### src/rtl/lv1a_pkg.sv
// Shared types and default widths for the Level-1 accept prescale/merge block.
package lv1a_pkg;

    typedef enum logic [0:0] {
        IDLE = 1'b0,
        DEAD = 1'b1
    } lv1a_state_e;

    localparam int DEF_N_TYPE = 4;
    localparam int DEF_PS_W   = 16;
    localparam int DEF_DT_W   = 8;
    localparam int DEF_CNT_W  = 16;

    // LSB position of field idx in a vector of packed fields of the given width
    function automatic int field_lsb(input int idx, input int width);
        return idx * width;
    endfunction

endpackage

### src/rtl/lv1a_prescaler.sv
// Single-type prescaler: passes every prescale-th accepted pulse as a one-cycle hit.
module lv1a_prescaler
    import lv1a_pkg::*;
#(
    parameter int PS_W = DEF_PS_W
) (
    input  logic            clk,
    input  logic            rst_n,
    input  logic            clr,
    input  logic            in_pulse,
    input  logic            in_live,
    input  logic [PS_W-1:0] prescale,
    output logic            hit
);

    localparam logic [PS_W-1:0] PS_ONE = PS_W'(1);

    logic [PS_W-1:0] cnt_q;
    logic [PS_W-1:0] cnt_d;
    logic [PS_W-1:0] cnt_base;

    // A clear and a pulse in the same cycle count the pulse from zero
    always_comb begin
        cnt_base = clr ? '0 : cnt_q;
        cnt_d    = cnt_base;
        hit      = 1'b0;
        if (prescale == '0) begin
            cnt_d = '0;
        end else if (in_pulse && in_live) begin
            if (cnt_base == prescale - PS_ONE) begin
                hit   = 1'b1;
                cnt_d = '0;
            end else begin
                cnt_d = cnt_base + PS_ONE;
            end
        end
    end

    always_ff @(posedge clk or negedge rst_n) begin
        if (!rst_n) begin
            cnt_q <= '0;
        end else begin
            cnt_q <= cnt_d;
        end
    end

endmodule

### src/rtl/lv1a_prescale_merge.sv
// Merges prescaled per-type Level-1 accepts into one trigger with deadtime,
// event numbering and accepted/lost bookkeeping.
module lv1a_prescale_merge
    import lv1a_pkg::*;
#(
    parameter int N_TYPE = DEF_N_TYPE,
    parameter int PS_W   = DEF_PS_W,
    parameter int DT_W   = DEF_DT_W,
    parameter int CNT_W  = DEF_CNT_W
) (
    input  logic                    clk,
    input  logic                    rst_n,
    input  logic [N_TYPE-1:0]       in_lv1a,
    input  logic                    in_live,
    input  logic [N_TYPE*PS_W-1:0]  user_prescale,
    input  logic [DT_W-1:0]         user_deadtime,
    output logic                    out_lv1a,
    output logic [N_TYPE-1:0]       out_trig_bits,
    output logic [CNT_W-1:0]        out_event_num,
    output logic                    out_busy,
    output logic [N_TYPE*CNT_W-1:0] acc_cnt,
    output logic [CNT_W-1:0]        lost_cnt
);

    localparam logic [CNT_W-1:0] CNT_ONE = CNT_W'(1);
    localparam logic [DT_W-1:0]  DT_ONE  = DT_W'(1);

    lv1a_state_e              state_q, state_d;
    logic [DT_W-1:0]          dt_cnt_q, dt_cnt_d;
    logic                     pre_live_q;
    logic                     lv1a_q, lv1a_d;
    logic [N_TYPE-1:0]        trig_bits_q, trig_bits_d;
    logic [CNT_W-1:0]         event_num_q, event_num_d;
    logic [N_TYPE*CNT_W-1:0]  acc_cnt_q, acc_cnt_d;
    logic [CNT_W-1:0]         lost_cnt_q, lost_cnt_d;
    logic [N_TYPE-1:0]        hit;
    logic                     live_rise;

    assign live_rise = in_live && !pre_live_q;

    for (genvar i = 0; i < N_TYPE; i++) begin : g_ps
        lv1a_prescaler #(
            .PS_W(PS_W)
        ) u_ps (
            .clk      (clk),
            .rst_n    (rst_n),
            .clr      (live_rise),
            .in_pulse (in_lv1a[i]),
            .in_live  (in_live),
            .prescale (user_prescale[field_lsb(i, PS_W) +: PS_W]),
            .hit      (hit[i])
        );
    end

    // Counters are cleared only on live rise so they stay readable during live-off
    always_comb begin
        state_d     = state_q;
        dt_cnt_d    = dt_cnt_q;
        lv1a_d      = 1'b0;
        trig_bits_d = trig_bits_q;
        event_num_d = live_rise ? '0 : event_num_q;
        acc_cnt_d   = live_rise ? '0 : acc_cnt_q;
        lost_cnt_d  = live_rise ? '0 : lost_cnt_q;

        case (state_q)
            IDLE: begin
                if ((|hit) && in_live) begin
                    lv1a_d      = 1'b1;
                    trig_bits_d = hit;
                    event_num_d = event_num_d + CNT_ONE;
                    for (int i = 0; i < N_TYPE; i++) begin
                        if (hit[i]) begin
                            acc_cnt_d[field_lsb(i, CNT_W) +: CNT_W] =
                                acc_cnt_d[field_lsb(i, CNT_W) +: CNT_W] + CNT_ONE;
                        end
                    end
                    if (user_deadtime != '0) begin
                        state_d  = DEAD;
                        dt_cnt_d = user_deadtime;
                    end
                end
            end
            DEAD: begin
                if (|hit) begin
                    lost_cnt_d = lost_cnt_d + CNT_ONE;
                end
                if (dt_cnt_q <= DT_ONE) begin
                    state_d = IDLE;
                end else begin
                    dt_cnt_d = dt_cnt_q - DT_ONE;
                end
            end
            default: state_d = IDLE;
        endcase
    end

    always_ff @(posedge clk or negedge rst_n) begin
        if (!rst_n) begin
            state_q     <= IDLE;
            dt_cnt_q    <= '0;
            pre_live_q  <= 1'b0;
            lv1a_q      <= 1'b0;
            trig_bits_q <= '0;
            event_num_q <= '0;
            acc_cnt_q   <= '0;
            lost_cnt_q  <= '0;
        end else begin
            state_q     <= state_d;
            dt_cnt_q    <= dt_cnt_d;
            pre_live_q  <= in_live;
            lv1a_q      <= lv1a_d;
            trig_bits_q <= trig_bits_d;
            event_num_q <= event_num_d;
            acc_cnt_q   <= acc_cnt_d;
            lost_cnt_q  <= lost_cnt_d;
        end
    end

    assign out_lv1a      = lv1a_q;
    assign out_trig_bits = trig_bits_q;
    assign out_event_num = event_num_q;
    assign out_busy      = (state_q == DEAD);
    assign acc_cnt       = acc_cnt_q;
    assign lost_cnt      = lost_cnt_q;

endmodule

### config.mk
export PLATFORM = sky130hd
export DESIGN_NAME = lv1a_prescale_merge
export DESIGN_NICKNAME = d
export VERILOG_FILES = /design/src/rtl/lv1a_pkg.sv /design/src/rtl/lv1a_prescaler.sv /design/src/rtl/lv1a_prescale_merge.sv
export SDC_FILE = /design/constraint.sdc
export NUM_CORES = 1
export LEC_CHECK = 0
export ABC_AREA = 1
export CAP_MARGIN = 20
export CORE_MARGIN = 8
export CORE_UTILIZATION = 52
export CTS_BUF_LIST = sky130_fd_sc_hd__clkbuf_4 sky130_fd_sc_hd__clkbuf_8 sky130_fd_sc_hd__clkbuf_16
export DETAILED_ROUTE_END_ITERATION = 6
export PLACE_DENSITY = 0.78
export SLEW_MARGIN = 20
export SYNTH_ARGS = -nofsm -noshare
export SYNTH_HDL_FRONTEND = slang
export SYNTH_SLANG_ARGS = --single-unit
### constraint.sdc
create_clock -name clk -period 2.61 [get_ports clk]
set_clock_uncertainty 0.2 [all_clocks]
set_input_delay 0.783 -clock clk [delete_from_list [all_inputs] [get_ports clk]]
set_output_delay 0.783 -clock clk [all_outputs]
set_load 0.02 [all_outputs]
# Word-level counts from Yosys, hierarchy flattened
# Cells that the tools add are included.
op_classes:
  n_div: 0
  addsub: 15
  n_lt_le_gt_ge: 1
  reduce_logical: 15
  muxes: 51
  shifts: 0
  multipliers: 0
  n_bitwise: 1
  n_eq_ne: 7
ops:
  columns: ["op", "count"]
  rows:
  - ["$mux W16", 26]
  - ["$mux W64", 3]
  - ["$add A16 B1 Y16 const B", 10]
  - ["$eq A16 B16 Y1", 4]
  - ["$logic_not A16 Y1", 4]
  - ["$sub A16 B1 Y16 const B", 4]
  - ["$mux W8", 3]
  - ["$mux W1", 17]
  - ["$pmux W8 S2", 1]
  - ["$le A8 B1 Y1 const B", 1]
  - ["$reduce_bool A8 Y1", 1]
  - ["$sub A8 B1 Y8 const B", 1]
  - ["$logic_and A1 B1 Y1", 6]
  - ["$ne A2 B2 Y1 const B", 3]
  - ["$reduce_or A4 Y1", 1]
  - ["$reduce_and A3 Y1", 1]
  - ["$pmux W1 S2", 1]
  - ["$reduce_and A2 Y1", 1]
  - ["$logic_not A1 Y1", 1]
  - ["$not A1 Y1", 1]
word_totals:
  latch_bits: 0
  n_memories: 0
  rom_bits: 0
  ff_bits: 175
  inputBits: 79
  out_inout_bits: 102
  ramBits: 0
  elab_cells: 102

# Depth between registers and ports, before layout
logic_depth:
  word_depth: 11
  ltp_mapped: 23
  mapped_depth_nobuf: 21

# Hierarchy
# A second synthesis with hierarchy kept.
hier_totals:
  hier_cells: 2155
  area_unflattened_um2: 13933.4
modules_own_cells:
  columns: ["mod", "area_each_um2", "n_inst", "cells_each", "seq_area_each_um2"]
  rows:
  - ["lv1a_prescaler", 1871.8, 4, 330, 400.4]
  - ["lv1a_prescale_merge", 6446.2, 1, 835, 2777.7]

# Least setup slack after synthesis
# No wires, ideal clock.
synth_path:
  path_type: "input -> register"
  startpoint: "input port in_live"
  endpoint: "register acc_cnt_q[30], in the netlist acc_cnt[30]"
  arrival_time_ns: 2.871
  cell_stages: 15
  n_path_buf: 4
  setup_ns: 0.065
  t_required_ns: 2.345
  setup_slack_ns: -0.526
  cell_sequence: "inv_1 > nor2_1 > clkbuf_1 > clkbuf_1 > buf_2 > buf_2 > nor2_1 > ha_1 > inv_1 > nor4_1 > nand4_1 > xor2_1 > o21ai_0 > nand2_1 > nand2_1"
synth_between:
  elab_chain_len: 10
  word_cells_on_any_way: 32
  classes_between: "add/sub: 1; eq/ne: 4; mux: 20; reduce/logical: 7"
synth_lines:
  columns: ["element", "line_no", "rtl"]
  rows:
  - ["start: declaration", "lv1a_prescale_merge.sv:14", "input logic in_live,"]
  - ["$logic_and A1 B1 Y1", "lv1a_prescale_merge.sv:39", "assign live_rise = in_live && !pre_live_q;"]
  - ["$mux W16", "lv1a_prescaler.sv:24", "cnt_base = clr ? '0 : cnt_q;"]
  - ["$eq A16 B16 Y1", "lv1a_prescaler.sv:30", "if (cnt_base == prescale - PS_ONE) begin"]
  - ["$mux W1", "lv1a_prescaler.sv:30", null]
  - ["$mux W1", "lv1a_prescaler.sv:29", "end else if (in_pulse && in_live) begin"]
  - ["$mux W1", "lv1a_prescaler.sv:27", "if (prescale == '0) begin"]
  - ["$reduce_or A4 Y1", "lv1a_prescale_merge.sv:67", "if ((|hit) && in_live) begin"]
  - ["$logic_and A1 B1 Y1", "lv1a_prescale_merge.sv:67", null]
  - ["$mux W64", "lv1a_prescale_merge.sv:67", null]
  - ["$mux W64 *", "lv1a_prescale_merge.sv:65", "case (state_q)"]
  - ["via acc_cnt_d[30]", "lv1a_prescale_merge.sv:34", "logic [N_TYPE*CNT_W-1:0] acc_cnt_q, acc_cnt_d;"]
  - ["end signal: assignment", "lv1a_prescale_merge.sv:114", "acc_cnt_q <= acc_cnt_d;"]
  - ["end: declaration", "lv1a_prescale_merge.sv:34", null]
# Mark *: on every way through the listed nets, which the timed path passes. The rest lies on a longest branch.
# A chain may end at the register's enable or synchronous reset.

# Final worst setup path
layout_path:
  startpoint: "input port user_prescale[0]"
  endpoint: "register lost_cnt_q[14], in the netlist lost_cnt[14]"
layout_between:
  elab_chain_len: 8
  word_cells_on_any_way: 9
  classes_between: "add/sub: 1; eq/ne: 1; mux: 5; reduce/logical: 2"
layout_lines:
  columns: ["element", "line_no", "rtl"]
  rows:
  - ["start: declaration", "lv1a_prescale_merge.sv:15", "input logic [N_TYPE*PS_W-1:0] user_prescale,"]
  - ["$sub A16 B1 Y16", "lv1a_prescaler.sv:30", null]
  - ["$eq A16 B16 Y1", "lv1a_prescaler.sv:30", null]
  - ["$mux W1", "lv1a_prescaler.sv:30", null]
  - ["$mux W1", "lv1a_prescaler.sv:29", null]
  - ["$mux W1 *", "lv1a_prescaler.sv:27", null]
  - ["$reduce_or A4 Y1 *", "lv1a_prescale_merge.sv:84", "if (|hit) begin"]
  - ["$mux W16 *", "lv1a_prescale_merge.sv:84", null]
  - ["$mux W16 *", "lv1a_prescale_merge.sv:65", null]
  - ["via lost_cnt_d[14]", "lv1a_prescale_merge.sv:35", "logic [CNT_W-1:0] lost_cnt_q, lost_cnt_d;"]
  - ["end signal: assignment", "lv1a_prescale_merge.sv:115", "lost_cnt_q <= lost_cnt_d;"]
  - ["end: declaration", "lv1a_prescale_merge.sv:35", null]
# Marked as above.

==> flow_summary.json <==
{
  "status": "finished with violations",
  "failed_checks": "design-rule violations, negative setup slack",
  "routabilityCongestion": 0.967,
  "slew_violations": 0,
  "detail-route-antenna-nets": 0,
  "power_density_mw_per_mm2": 272,
  "number_of_i_o_port_buffers": 180,
  "postSynth.topFlopCell": "sky130_fd_sc_hd__dfrtp_1",
  "ys_top_cells_by_area": "sky130_fd_sc_hd__dfrtp_1 29%, sky130_fd_sc_hd__nand2_1 23%, sky130_fd_sc_hd__nor2_1 8.6%",
  "number_of_enable_flip_flop_cells_after_synthesis": 0,
  "switching_share": 0.306,
  "timing.max_slew.rel_slack": 0.677,
  "max_slew.worst_pin.slew_ns": 0.483,
  "floorplan.die_area_mm2": 0.0343,
  "area_growth_pct": 65.5,
  "global_route_wire_length_before_repair_um": 89800,
  "critical_path.startpoint_type": "input port",
  "finalWorstPathRequiredPeriod_ns": 3.07,
  "synth_top_area_frac": 0.294,
  "drt_first_pass_iters": 7,
  "area_after_detailed_placement_mm2": 0.0211,
  "drc_viols": 3,
  "initial_utilization": 0.523,
  "share_of_flip_flops_with_an_asynchronous_set_or_reset": 1.00,
  "share_clk_of_total_power": 0.379,
  "worst_ep_required_time_ns": 2.80,
  "power.ir.vdd_worst_mv": 0.471,
  "drive_gt1_frac": 0.352,
  "path_max_fanout": 6,
  "cts_htree_levels": 4,
  "hold_path_class": "register to register",
  "clk_pin_slew_worst_paths_ns": 0.07,
  "dp_hpwl_um": 39600,
  "num_antenna_cells": 0,
  "grt_start_max_net_pins": 74,
  "end_kind": "register",
  "fin_total_pwr_mw": 6.71,
  "grt_antenna_before_repair": 0,
  "die_w_um": 185,
  "clkLatencyLatePin_ns": 0.45,
  "cell_type_with_the_highest_aggregate_area_in_the_netlist": "sky130_fd_sc_hd__dfrtp_1",
  "clockBufferDepth": 2,
  "internal-power_mw": 4.66,
  "synth_cells": 2496,
  "p_sw_mw": 2.06,
  "drt-wirelength-per-cell_um": 17.3,
  "drt_wl_total_um": 62500,
  "critical_path_arrival_ns": 3.26,
  "postSynthNetCount": 2591,
  "detail_route.vias_per_cell": 5.56,
  "drt_first_iter_violations": 2164,
  "design_area_mm2": 0.0247,
  "cts_root_buf": "sky130_fd_sc_hd__clkbuf_16",
  "cts_made_buffers": 17,
  "ys_seq_area_frac": 0.294,
  "grt_setup_unrepaired": "yes",
  "report.final.hold_viol_count": 0,
  "grt_util_all_layers": 0.319,
  "leakage_power_figure_nw": 12.3,
  "comb_power_share": 0.208,
  "fmax_ghz": 0.326,
  "n_fill_cell": 1612,
  "maxCapViolCount": 0,
  "num_rows": 62,
  "seqPwrFrac": 0.412,
  "final-setup-viol-count": 138,
  "cts_num_sinks": 175,
  "core_mm2": 0.0285,
  "routed-via-count": 20158,
  "final_cell_mix": "739 x sky130_fd_sc_hd__nand2_1, 518 x sky130_fd_sc_hd__buf_4, 285 x sky130_fd_sc_hd__inv_1, 229 x sky130_fd_sc_hd__nor2_1, 174 x sky130_fd_sc_hd__dfrtp_1",
  "grt_pass1_vias": 18804,
  "ys_warn_count": 0,
  "postLayoutSetupSlackWorst_ns": -0.460,
  "postSynthRegisterBits": 175,
  "netlist-cell-type-count": 43,
  "cts_tree": "yes",
  "layout_commonest_cell": "sky130_fd_sc_hd__nand2_1",
  "post-route-period-util": 1.18,
  "chipHeight_um": 185,
  "final_net_count": 3323,
  "syn-cell-area_mm2": 0.0149,
  "floorplan.io_pins": 181,
  "global_route.overflow_total": 0,
  "avgSynthCellArea_um2": 5.97,
  "hold_slack_ns": 0.304,
  "place_ws_ns": -1.20,
  "setup.worst_path.class": "input port to register"
}
-- layer usage --
| metal | GRT usage | vias up | wire length, um |
|---|---|---|---|
| li1 | - | 9309 | - |
| met1 | 0.395 | 9359 | 23900 |
| met2 | 0.545 | 1167 | 29900 |
| met3 | 0.0498 | 323 | 5380 |
| met4 | 0.132 | 0 | 3360 |
| met5 | 0 | - | 0 |
-- stage by stage --
step / cells / util / setup TNS, ns
6_report: 3625 / 0.866 / -31.95
5_1_grt: 3625 / 0.866 / -50.54
4_1_cts: 3569 / 0.806 / -10.63
3_5_place_dp: 3472 / 0.740 / -167.26
3_3_place_gp: 3472 / 0.740 / -159.06
2_1_floorplan: 2496 / - / -9.61
-- power groups by stage --
stage	logic (mW)	clock network (mW)	registers (mW)
floorplan	0.481	0	2.80
global placement	1.02	0	2.80
detailed placement	1.05	0	2.80
CTS	1.18	2.55	2.75
global route	1.50	2.65	2.77
finish	1.40	2.55	2.77
-- path summary, 6_finish.rpt --
path / start / endpoint / slack, ns / depth (start not counted)
max in group asynchronous: rst_n / acc_cnt[51]$_DFF_PN0_ / 0.94 / 3
min: out_trig_bits[0]$_DFFE_PN0P_ / out_trig_bits[0]$_DFFE_PN0P_ / 0.30 / 2
min reg2reg: out_trig_bits[0]$_DFFE_PN0P_ / out_trig_bits[0]$_DFFE_PN0P_ / 0.30 / 2
max: user_prescale[0] / lost_cnt[14]$_DFF_PN0_ / -0.46 / 20
max reg2reg: pre_live_q$_DFF_PN0_ / acc_cnt[21]$_DFF_PN0_ / -0.37 / 17
min in group asynchronous: rst_n / g_ps[2].u_ps.cnt_q[1]$_DFF_PN0_ / 0.55 / 2
-- layout make-up --
type                            instances  area, um^2  share of cell area
Clock buffer                           21         468              0.0190
Timing Repair Buffer                  765        6690               0.271
Timing Repair inverter                  4        41.3             0.00167
Tap cell                              384         480              0.0195
Sequential cell                       175        4380               0.178
Inverter                              339        1380              0.0561
Multi-Input combinational cell       1926       11100               0.451
Clock inverter                         11        85.1             0.00345
-- critical path, cell delays in order --
cell,delay [ns]
sky130_fd_sc_hd__buf_6,0.10
sky130_fd_sc_hd__clkinvlp_4,0.10
sky130_fd_sc_hd__ha_4,0.18
sky130_fd_sc_hd__buf_4,0.13
sky130_fd_sc_hd__nand3_1,0.17
sky130_fd_sc_hd__nand2_1,0.17
sky130_fd_sc_hd__xor2_1,0.29
sky130_fd_sc_hd__nor2_1,0.09
sky130_fd_sc_hd__nand3_1,0.12
sky130_fd_sc_hd__nor2_1,0.06
sky130_fd_sc_hd__nand3_1,0.12
sky130_fd_sc_hd__buf_6,0.16
sky130_fd_sc_hd__nand2_4,0.07
sky130_fd_sc_hd__nor2_4,0.18
sky130_fd_sc_hd__buf_12,0.14
sky130_fd_sc_hd__buf_16,0.13
sky130_fd_sc_hd__nand2_4,0.05
sky130_fd_sc_hd__nand2_2,0.07
sky130_fd_sc_hd__nand2_2,0.05
sky130_fd_sc_hd__nand2_2,0.08
-- cell families after synthesis --
| group | after synthesis | share of synthesized area |
|---|---|---|
| flip-flops | 175 | 0.294 |
| buffers and inverters | 397 | 0.106 |
| AND/OR/NAND/NOR | 1665 | 0.473 |
| XOR/XNOR | 120 | 0.0711 |
| AO/OA/AOI/OAI | 123 | 0.0432 |
| adder cells (fa/ha/maj) | 16 | 0.0134 |
-- cell usage after synthesis (all sizes together), types with 2 or more instances --
cell and count:
a31oi 3, nand2 920, and3 3, ha 16, nor4 33, dfrtp 175
nor3 63, and2 2, nand4 52, xnor2 37, clkbuf 25, o21ai 90
nand3b 16, nor3b 11, a21oi 21, nand3 217, inv 336, a21o 6
clkinv 3, nor2 345, buf 33, xor2 83
-- registers in the layout, summed over array words and instances (netlist names) --
name and flops:
acc_cnt 64, g_ps.u_ps.cnt_q 64, lost_cnt 16, out_event_num 16, dt_cnt_q 8, out_trig_bits 4, out_busy 1, out_lv1a 1
pre_live_q 1
-- repair_timing --
action | CTS | global route
hold buffers | 1 | 0
setup buffers | 57 | 52
hold endpoints to repair | 18 | 0
resized for setup | 372 | 382
setup endpoints to repair | 173 | 154
pin swaps | 150 | 136
gates cloned | 7 | 8
Note: power is estimated with default switching activity, not from simulation.
